===== src/rtl/imem_loader.sv =====
// imem_loader: streams a program into instruction memory, then releases the CPU.
// Optional trailing-checksum verification is enabled by IMEM_LOADER_CHECKSUM_EN.
module imem_loader #(
    parameter int DEPTH  = 256,
    parameter int ADDR_W = 8
) (
    input  logic              clk,
    input  logic              reset,
    input  logic              load_start,
    input  logic [ADDR_W:0]   load_len,
    input  logic              s_valid,
    input  logic [31:0]       s_data,
    output logic              s_ready,
    input  logic [31:0]       cpu_imem_addr,
    output logic [31:0]       cpu_imem_data,
    output logic [ADDR_W-1:0] mem_addr,
    output logic [31:0]       mem_wdata,
    output logic              mem_we,
    input  logic [31:0]       mem_rdata,
    output logic              cpu_run,
    output logic              busy,
    output logic              done,
    output logic              error
);

    localparam logic [2:0] IDLE  = 3'd0;
    localparam logic [2:0] LOAD  = 3'd1;
    localparam logic [2:0] RUN   = 3'd3;
    localparam logic [2:0] ERROR = 3'd4;
`ifdef IMEM_LOADER_CHECKSUM_EN
    localparam logic [2:0] CHECK  = 3'd2;
    localparam logic [2:0] LOADED = CHECK;
`else
    localparam logic [2:0] LOADED = RUN;
`endif

    localparam logic [ADDR_W:0] MAX_LEN = (ADDR_W+1)'(DEPTH);

    logic [2:0]        state;
    logic [2:0]        state_nx;
    logic [ADDR_W:0]   len_in;
    logic [ADDR_W:0]   len_q;
    logic [ADDR_W:0]   cnt;
    logic              start;
    logic              hs;
    logic              last;
    logic              wr_en;
    logic [ADDR_W-1:0] wr_addr;
    logic [31:0]       wr_data;
    logic              unused_addr_bits;

    assign unused_addr_bits = ^{cpu_imem_addr[31:ADDR_W+2], cpu_imem_addr[1:0]};

    assign len_in = (load_len > MAX_LEN) ? MAX_LEN : load_len;
    assign start  = load_start &&
                    (state == IDLE || state == RUN || state == ERROR);
    assign hs     = s_valid && s_ready;
    assign last   = (cnt + 1'b1) == len_q;

    // Stream acceptance: words only while a non-empty load or the checksum is pending.
    always_comb begin
        s_ready = 1'b0;
        if (state == LOAD)
            s_ready = (len_q != '0);
`ifdef IMEM_LOADER_CHECKSUM_EN
        if (state == CHECK)
            s_ready = 1'b1;
`endif
    end

`ifdef IMEM_LOADER_CHECKSUM_EN
    logic [31:0] sum;

    // Wrap-around sum of every word accepted during LOAD.
    always_ff @(posedge clk or negedge reset) begin
        if (!reset)
            sum <= '0;
        else if (start)
            sum <= '0;
        else if (state == LOAD && hs)
            sum <= sum + s_data;
    end

    assign error = (state == ERROR);
`else
    assign error = 1'b0;
`endif

    // Next-state logic; a restart from RUN/ERROR always passes through LOAD
    // so the CPU sees at least one held cycle.
    always_comb begin
        state_nx = state;
        unique case (state)
            IDLE: begin
                if (load_start)
                    state_nx = (len_in == '0) ? LOADED : LOAD;
            end
            LOAD: begin
                if (len_q == '0 || (hs && last))
                    state_nx = LOADED;
            end
`ifdef IMEM_LOADER_CHECKSUM_EN
            CHECK: begin
                if (hs)
                    state_nx = (s_data == sum) ? RUN : ERROR;
            end
`endif
            RUN, ERROR: begin
                if (load_start)
                    state_nx = LOAD;
            end
            default: state_nx = IDLE;
        endcase
    end

    // State, length latch, word counter, registered write port and done pulse.
    always_ff @(posedge clk or negedge reset) begin
        if (!reset) begin
            state   <= IDLE;
            len_q   <= '0;
            cnt     <= '0;
            wr_en   <= 1'b0;
            wr_addr <= '0;
            wr_data <= '0;
            done    <= 1'b0;
        end else begin
            state <= state_nx;
            done  <= (state_nx == RUN) && (state != RUN);
            wr_en <= 1'b0;
            if (start) begin
                len_q <= len_in;
                cnt   <= '0;
            end else if (state == LOAD && hs) begin
                wr_en   <= 1'b1;
                wr_addr <= cnt[ADDR_W-1:0];
                wr_data <= s_data;
                cnt     <= cnt + 1'b1;
            end
        end
    end

    // The final word's write drains in the first RUN cycle; it owns the
    // address bus for that one cycle, after which the CPU fetch port does.
    assign mem_we        = wr_en;
    assign mem_wdata     = wr_data;
    assign cpu_run       = (state == RUN);
    assign mem_addr      = (cpu_run && !wr_en) ?
                           cpu_imem_addr[ADDR_W+1:2] : wr_addr;
    assign cpu_imem_data = cpu_run ? mem_rdata : 32'd0;
`ifdef IMEM_LOADER_CHECKSUM_EN
    assign busy          = (state == LOAD) || (state == CHECK);
`else
    assign busy          = (state == LOAD);
`endif

endmodule


===== config.mk =====
export PLATFORM = sky130hd
export DESIGN_NAME = imem_loader
export DESIGN_NICKNAME = d
export VERILOG_FILES = /design/src/rtl/imem_loader.sv
export SDC_FILE = /design/constraint.sdc
export NUM_CORES = 1
export LEC_CHECK = 0
export CAP_MARGIN = 10
export CORE_MARGIN = 2
export CORE_UTILIZATION = 38
export CTS_BUF_LIST = sky130_fd_sc_hd__clkbuf_16
export CTS_CLUSTER_DIAMETER = 200
export DETAILED_ROUTE_END_ITERATION = 8
export PLACE_DENSITY = 0.77
export RECOVER_POWER = 100
export SYNTH_ARGS = -nofsm -noshare
export SYNTH_HDL_FRONTEND = slang
export SYNTH_SLANG_ARGS = --single-unit

===== constraint.sdc =====
create_clock -name clk -period 2.4 [get_ports clk]
set_clock_uncertainty 0.05 [all_clocks]
set_input_delay 0.24 -clock clk [delete_from_list [all_inputs] [get_ports clk]]
set_output_delay 0.24 -clock clk [all_outputs]
set_load 0.03 [all_outputs]

==> results of run 1 <==
worst min-delay path by stage:
| stage | end | depth (start not counted) |
|---|---|---|
| after detailed placement | mem_wdata[8] | 1 |
| final | mem_wdata[3] | 3 |
| after CTS | mem_wdata[15] | 2 |
| after global routing | mem_wdata[21] | 3 |
| after floorplan | cnt[0] | 0 |
| after global placement | mem_wdata[8] | 1 |
worst reg2reg max path, stage by stage (launching register included):
cell	delay, ps
dfrtp_1	440
or3b_4	460
a311o_2	500
clkinvlp_4	220
clkbuf_4	320
nand2_1	110
nand2_1	70
cell usage in the layout (no fill, tap or decap), drive strengths merged, types with 2 or more instances in the layout:
master	Yosys	routed
dlygate4sd2	0	32
inv	5	6
nand3	7	7
xor2	2	2
a311o	2	2
o31ai	2	2
o41ai	2	2
clkinv	1	5
a21oi	4	4
nand4	3	3
nand2b	8	8
dlygate4sd3	0	36
nor4	4	4
buf	13	4
nor2	8	8
o21ai	25	25
clkdlybuf4s50	0	83
mux2	9	9
and3	3	3
dfrtp	63	63
and2	34	34
nor3	2	2
clkbuf	10	25
xnor2	7	7
nand2	132	132
a31oi	2	2
Yosys cell counts (2+ instances only):
cell type / number / area share (%)
and3_1: 3 / 0.59
nand3_1: 7 / 1.1
nand4_1: 3 / 0.59
o21ai_0: 24 / 3.8
inv_1: 5 / 0.59
dfrtp_1: 63 / 50
a31oi_1: 2 / 0.40
nor4_1: 4 / 0.79
a311o_1: 2 / 0.63
clkbuf_1: 10 / 1.2
o41ai_1: 2 / 0.55
nor2_1: 8 / 0.95
nand2b_1: 8 / 1.6
o31ai_1: 2 / 0.47
a21oi_1: 4 / 0.63
and2_1: 33 / 6.5
nand2_1: 132 / 16
mux2_2: 9 / 3.2
xor2_1: 2 / 0.55
nor3_1: 2 / 0.32
xnor2_1: 7 / 1.9
buf_2: 11 / 1.7
cell families (layout without fill, tap and decap cells):
kind of cell	count (synthesis)	in the layout
simple gates	208	208
fa+ha+maj	2	2
flops	63	63
compound gates	45	45
mux	9	9
xor+xnor	9	9
buf+inv	29	193
other cells	1	1
routing by layer:
metal / vias to the layer above / track usage [%] / wire length (µm)
li1: 1522 / - / -
met1: 1442 / 24.1 / 3580
met2: 88 / 32.0 / 4630
met3: 10 / 3.32 / 451
met4: 0 / 8.33 / 102
met5: - / 0 / 0
registers in the layout, summed over array words and instances, names as in the netlist:
name,cells
wr_addr,8
cnt,9
mem_we,1
mem_wdata,32
state,3
len_q,9
done,1
per-stage QoR:
stage               hold WS (ps)  util (%)
detailed placement           159      59.9
global placement             158      59.9
finish                       396      62.2
floorplan                   -106         -
CTS                          345      62.8
global route                 397      62.2
power by group through the flow:
stage	registers, µW	logic, µW	clock network [µW]
2_1_floorplan	2300	1350	0
3_3_place_gp	1780	3080	0
3_5_place_dp	1790	3150	0
4_1_cts	1780	3090	1240
5_1_grt	1830	3150	1290
6_report	1770	2910	1200
final cells by class:
type / count / share of cell area (%)
clock buffer: 9 / 4.45
clock inverter: 7 / 1.09
inverter: 6 / 0.519
multi-input combinational: 274 / 28.9
sequential: 63 / 31.1
tap: 105 / 2.60
timing repair buffer: 171 / 31.3
repair_timing:
action                                  CTS  global route
hold buffers                              1             0
endpoints found under the hold margin    18             0
resized for setup                        39            19
endpoints found under the setup margin   39            41
==> qor.yml, run 1 <==
clock_latency_ps: 320
cts_sinks: 63
power_frac_seq_pct: 30.1
routed_wl_mm: 8.77
finalMaxSlewViolations: 0
row_count: 33
syn_nets: 476
critPathMaxStageDelay_ps: 730
power_uw: 5890
fmax_ghz: 0.436
r2r-start: "state[2]"
drt-vias-per-instance: 4.82
syn_inst: 366
post-dp-hpwl_mm: 6.64
synthesis.area_um2: 3160
die_h_um: 95.3
timing.rr.end: "mem_wdata[17]"
post_cts_buffers: 0
setup_slack_ps: 105
place_congestion: 0.847
core_region_area_um2: 8130
ant_nets: 0
p_switching_uw: 2530
p_leak_uw: 0.00247
setup.worst_path.start_class: "register"
post-route-period-util_pct: 95.6
final.fill_count: 729
min_path_type: "in -> reg"
drc: 0
synth-edff-count: 0
diodes: 0
ff2ff_setup_slack_ps: 170
cp.required_ps: 2110
synth_flop_cell: "dfrtp_1"
dieArea_um2: 9070
pwr-share-comb_pct: 49.5
cts_buffers: 9
die_w_um: 95.3
synth-adder-area-share_pct: 0.712
maxCapViolations: 0
first_global_vias: 2853
synth-seq-cells: 63
synth_top_family_by_area: "simple AND/OR/NAND/NOR gates"
initial_core_util_pct: 38.9
area_growth_pct: 60.0
cp_cell_sequence: "or3b_4, inv_1, dlygate4sd3_1"
worst-path-stages: 3
worst-path-max-fanout: 5
internal_power_uw: 3350
worstHoldStart: "s_data[3]"
multi_input_area_um2: 1460
clockPowerShare_pct: 20.5
drt_pass1_iterations: 4
hold_violations: 0
cts_tree: "yes"
cellPowerDensity_nw_per_um2: 1160
path_clk_slew_ps: 50
routedWlPerCell_um: 13.8
cts_root_buf: "clkbuf_16"
fin_setup_tns_ps: 0
yosysSeqAreaShare_pct: 49.8
critPathBufInv: 2
pre_cts_slack_ps: 138
synth_compound_area_share_pct: 9.29
endpoint: "busy"
ff2ff_path_depth: 6
htreeDepth: 3
swShare_pct: 43.0
crit_path_start: "state[2]"
grt_usage_pct: 19.1
crit_type: "reg -> out"
place_inst: 618
io_buffers: 161
drive_gt1_share_pct: 8.30
ir_drop_uv: 617
grt_overflow: 0
async_reset_ff_share_pct: 100
status: "finished, final reports clean"
antenna_found_initial: 0
synthXorXnorAreaFrac_pct: 2.49
nets: 635
clock_path_buffers: 2
grt_max_degree: 50
avgSynthCellArea_um2: 8.65
seq_area_um2: 1580
ys_warn_count: 0
muxShareOfSynthArea_pct: 3.20
dpl-instance-area_um2: 4870
crit_arrival_ps: 2010
critPathTopFamily: "buffers and inverters"
setup_viol_count_final: 0
io_pins: 187
tightest_slew_ps: 1060
grt_pass1_wl_mm: 13.4
final_area_um2: 5060
period_needed_ps: 2300
crit_slowest_cell: "dlygate4sd3_1"
synth-simple-area-share_pct: 30.1
drt_iter0_markers: 136
cp-end-kind: "output port"
stdcell_count: 635
num_vias: 3062
rsz0062_at_grt: "false"
synth_cell_types: 45
maxSlewHeadroom_pct: 29.4
Power figures use the tool's default switching activity.
==> inputs of run 2 (changes only) <==
- CTS_BUF_LIST: sky130_fd_sc_hd__clkbuf_16 -> sky130_fd_sc_hd__clkbuf_8 sky130_fd_sc_hd__clkbuf_16
==> run 2 against run 1 <==
Flip-flop and latch count is the same. Largest cell class unchanged. Via count fell by 0.75%. Final area down 1.3%. Setup slack got worse by 16 ps. Largest power group unchanged. Highest routed layer unchanged. Critical path type unchanged. Clock-buffer cell count is 3 higher.
==> qor.yml, run 2 (synthesis gave the netlist of run 1 again) <==
period_needed_ps: 2310
grt_usage_pct: 18.9
initial_core_util_pct: 38.9
antenna_found_initial: 0
setup_slack_ps: 88.6
setup.worst_path.start_class: "register"
clock_latency_ps: 330
row_count: 33
routedWlPerCell_um: 13.7
grt_max_degree: 50
die_w_um: 95.3
rsz0062_at_grt: "false"
mostFrequentLayoutCell: "nand2_1"
cts_buffers: 9
drive_gt1_share_pct: 8.87
fmax_ghz: 0.433
drt_iter0_markers: 127
pre_cts_slack_ps: 138
maxSlewHeadroom_pct: 28.9
post_cts_buffers: 0
cts_root_buf: "clkbuf_8"
stdcell_count: 635
p_leak_uw: 0.00244
die_h_um: 95.3
grt_overflow: 0
min_path_type: "in -> reg"
place_congestion: 0.847
num_vias: 3039
drt-vias-per-instance: 4.79
maxCapViolations: 0
cellPowerDensity_nw_per_um2: 1130
clock_path_buffers: 2
grt_pass1_wl_mm: 13.3
routed_wl_mm: 8.68
largest_register_ffs: 32
area_growth_pct: 57.9
ir_drop_uv: 530
status: "finished, final reports clean"
crit_arrival_ps: 2020
cts_sinks: 63
diodes: 0
nets: 635
post-dp-hpwl_mm: 6.64
hold_violations: 0
path_clk_slew_ps: 70
cp-end-kind: "output port"
first_global_vias: 2827
drc: 0
place_inst: 618
drt_pass1_iterations: 4
crit_type: "reg -> out"
setup_viol_count_final: 0
cp.required_ps: 2110
tightest_slew_ps: 1070
finalMaxSlewViolations: 0
cts_tree: "yes"
htreeDepth: 3
dieArea_um2: 9070
post-route-period-util_pct: 96.3
io_pins: 187
io_buffers: 161
core_region_area_um2: 8130
fin_setup_tns_ps: 0
worst-path-max-fanout: 5
ant_nets: 0
layout_common_cells: "132 x nand2_1, 83 x clkdlybuf4s50_1, 63 x dfrtp_1, 36 x dlygate4sd3_1, 33 x dlygate4sd2_1"
-- run 2: cell types whose count changed in the layout (fill, tap and decap cells not counted) --
cell,change
buf_4,+1
clkbuf_1,-1
clkbuf_16,-9
clkbuf_4,-1
clkbuf_8,+12
clkinv_1,-3
dlygate4sd2_1,+1
-- run 2: power by group --
part           leakage [µW]  total [µW]  internal, µW  switching (µW)
logic               0.00153        2910          1100            1820
clock network      0.000114         951           558             393
registers          0.000803        1770          1480             289
total               0.00244        5630          3130            2500
-- run 2: cell type report --
class | instances | area [µm²]
tap | 105 | 131
clock buffer | 12 | 165
inverter | 6 | 26.3
sequential | 63 | 1580
fill | 738 | 3140
multi-input combinational | 274 | 1460
timing repair buffer | 171 | 1590
clock inverter | 4 | 43.8
-- run 2: metrics by stage --
stage | area, µm² | power, µW | utilization (%) | hold WS (ps)
finish | 5000 | 5630 | 61.4 | 382
global route | 5000 | 5990 | 61.4 | 376
CTS | 5040 | 5820 | 61.9 | 326
detailed placement | 4870 | 4940 | 59.9 | 159
global placement | 4870 | 4860 | 59.9 | 158
floorplan | 3160 | 3650 | - | -106
-- run 2: worst paths after layout --
path / start / endpoint / slack (ps) / cells past startpoint
max: state[2] / busy / 90 / 3
min: s_data[3] / mem_wdata[3] / 380 / 3
max reg2reg: state[2] / mem_wdata[16] / 180 / 6
min reg2reg: mem_wdata[23] / mem_wdata[23] / 420 / 2
max in group asynchronous: reset / wr_addr[6] / 580 / 3
min in group asynchronous: reset / mem_wdata[15] / 570 / 2
-- run 2: per-layer routing --
layer / routed length [µm] / GRT usage, % / share of wire, %
met4: 159 / 8.45 / 1.8
met3: 380 / 2.85 / 4.4
met1: 3660 / 24.2 / 42
met5: 0 / 0 / 0
met2: 4480 / 31.5 / 52
-- run 2: worst max-delay path: stages, from the launching register on --
cell	delay (ps)
dfrtp_1	440
or3b_4	460
inv_1	60
dlygate4sd3_1	730
-- run 2: what timing repair did --
item / in CTS / in global routing
endpoints found under the setup margin: 40 / 35
endpoints found under the hold margin: 18 / 0
hold buffers: 1 / 0
gates resized for setup: 40 / 18
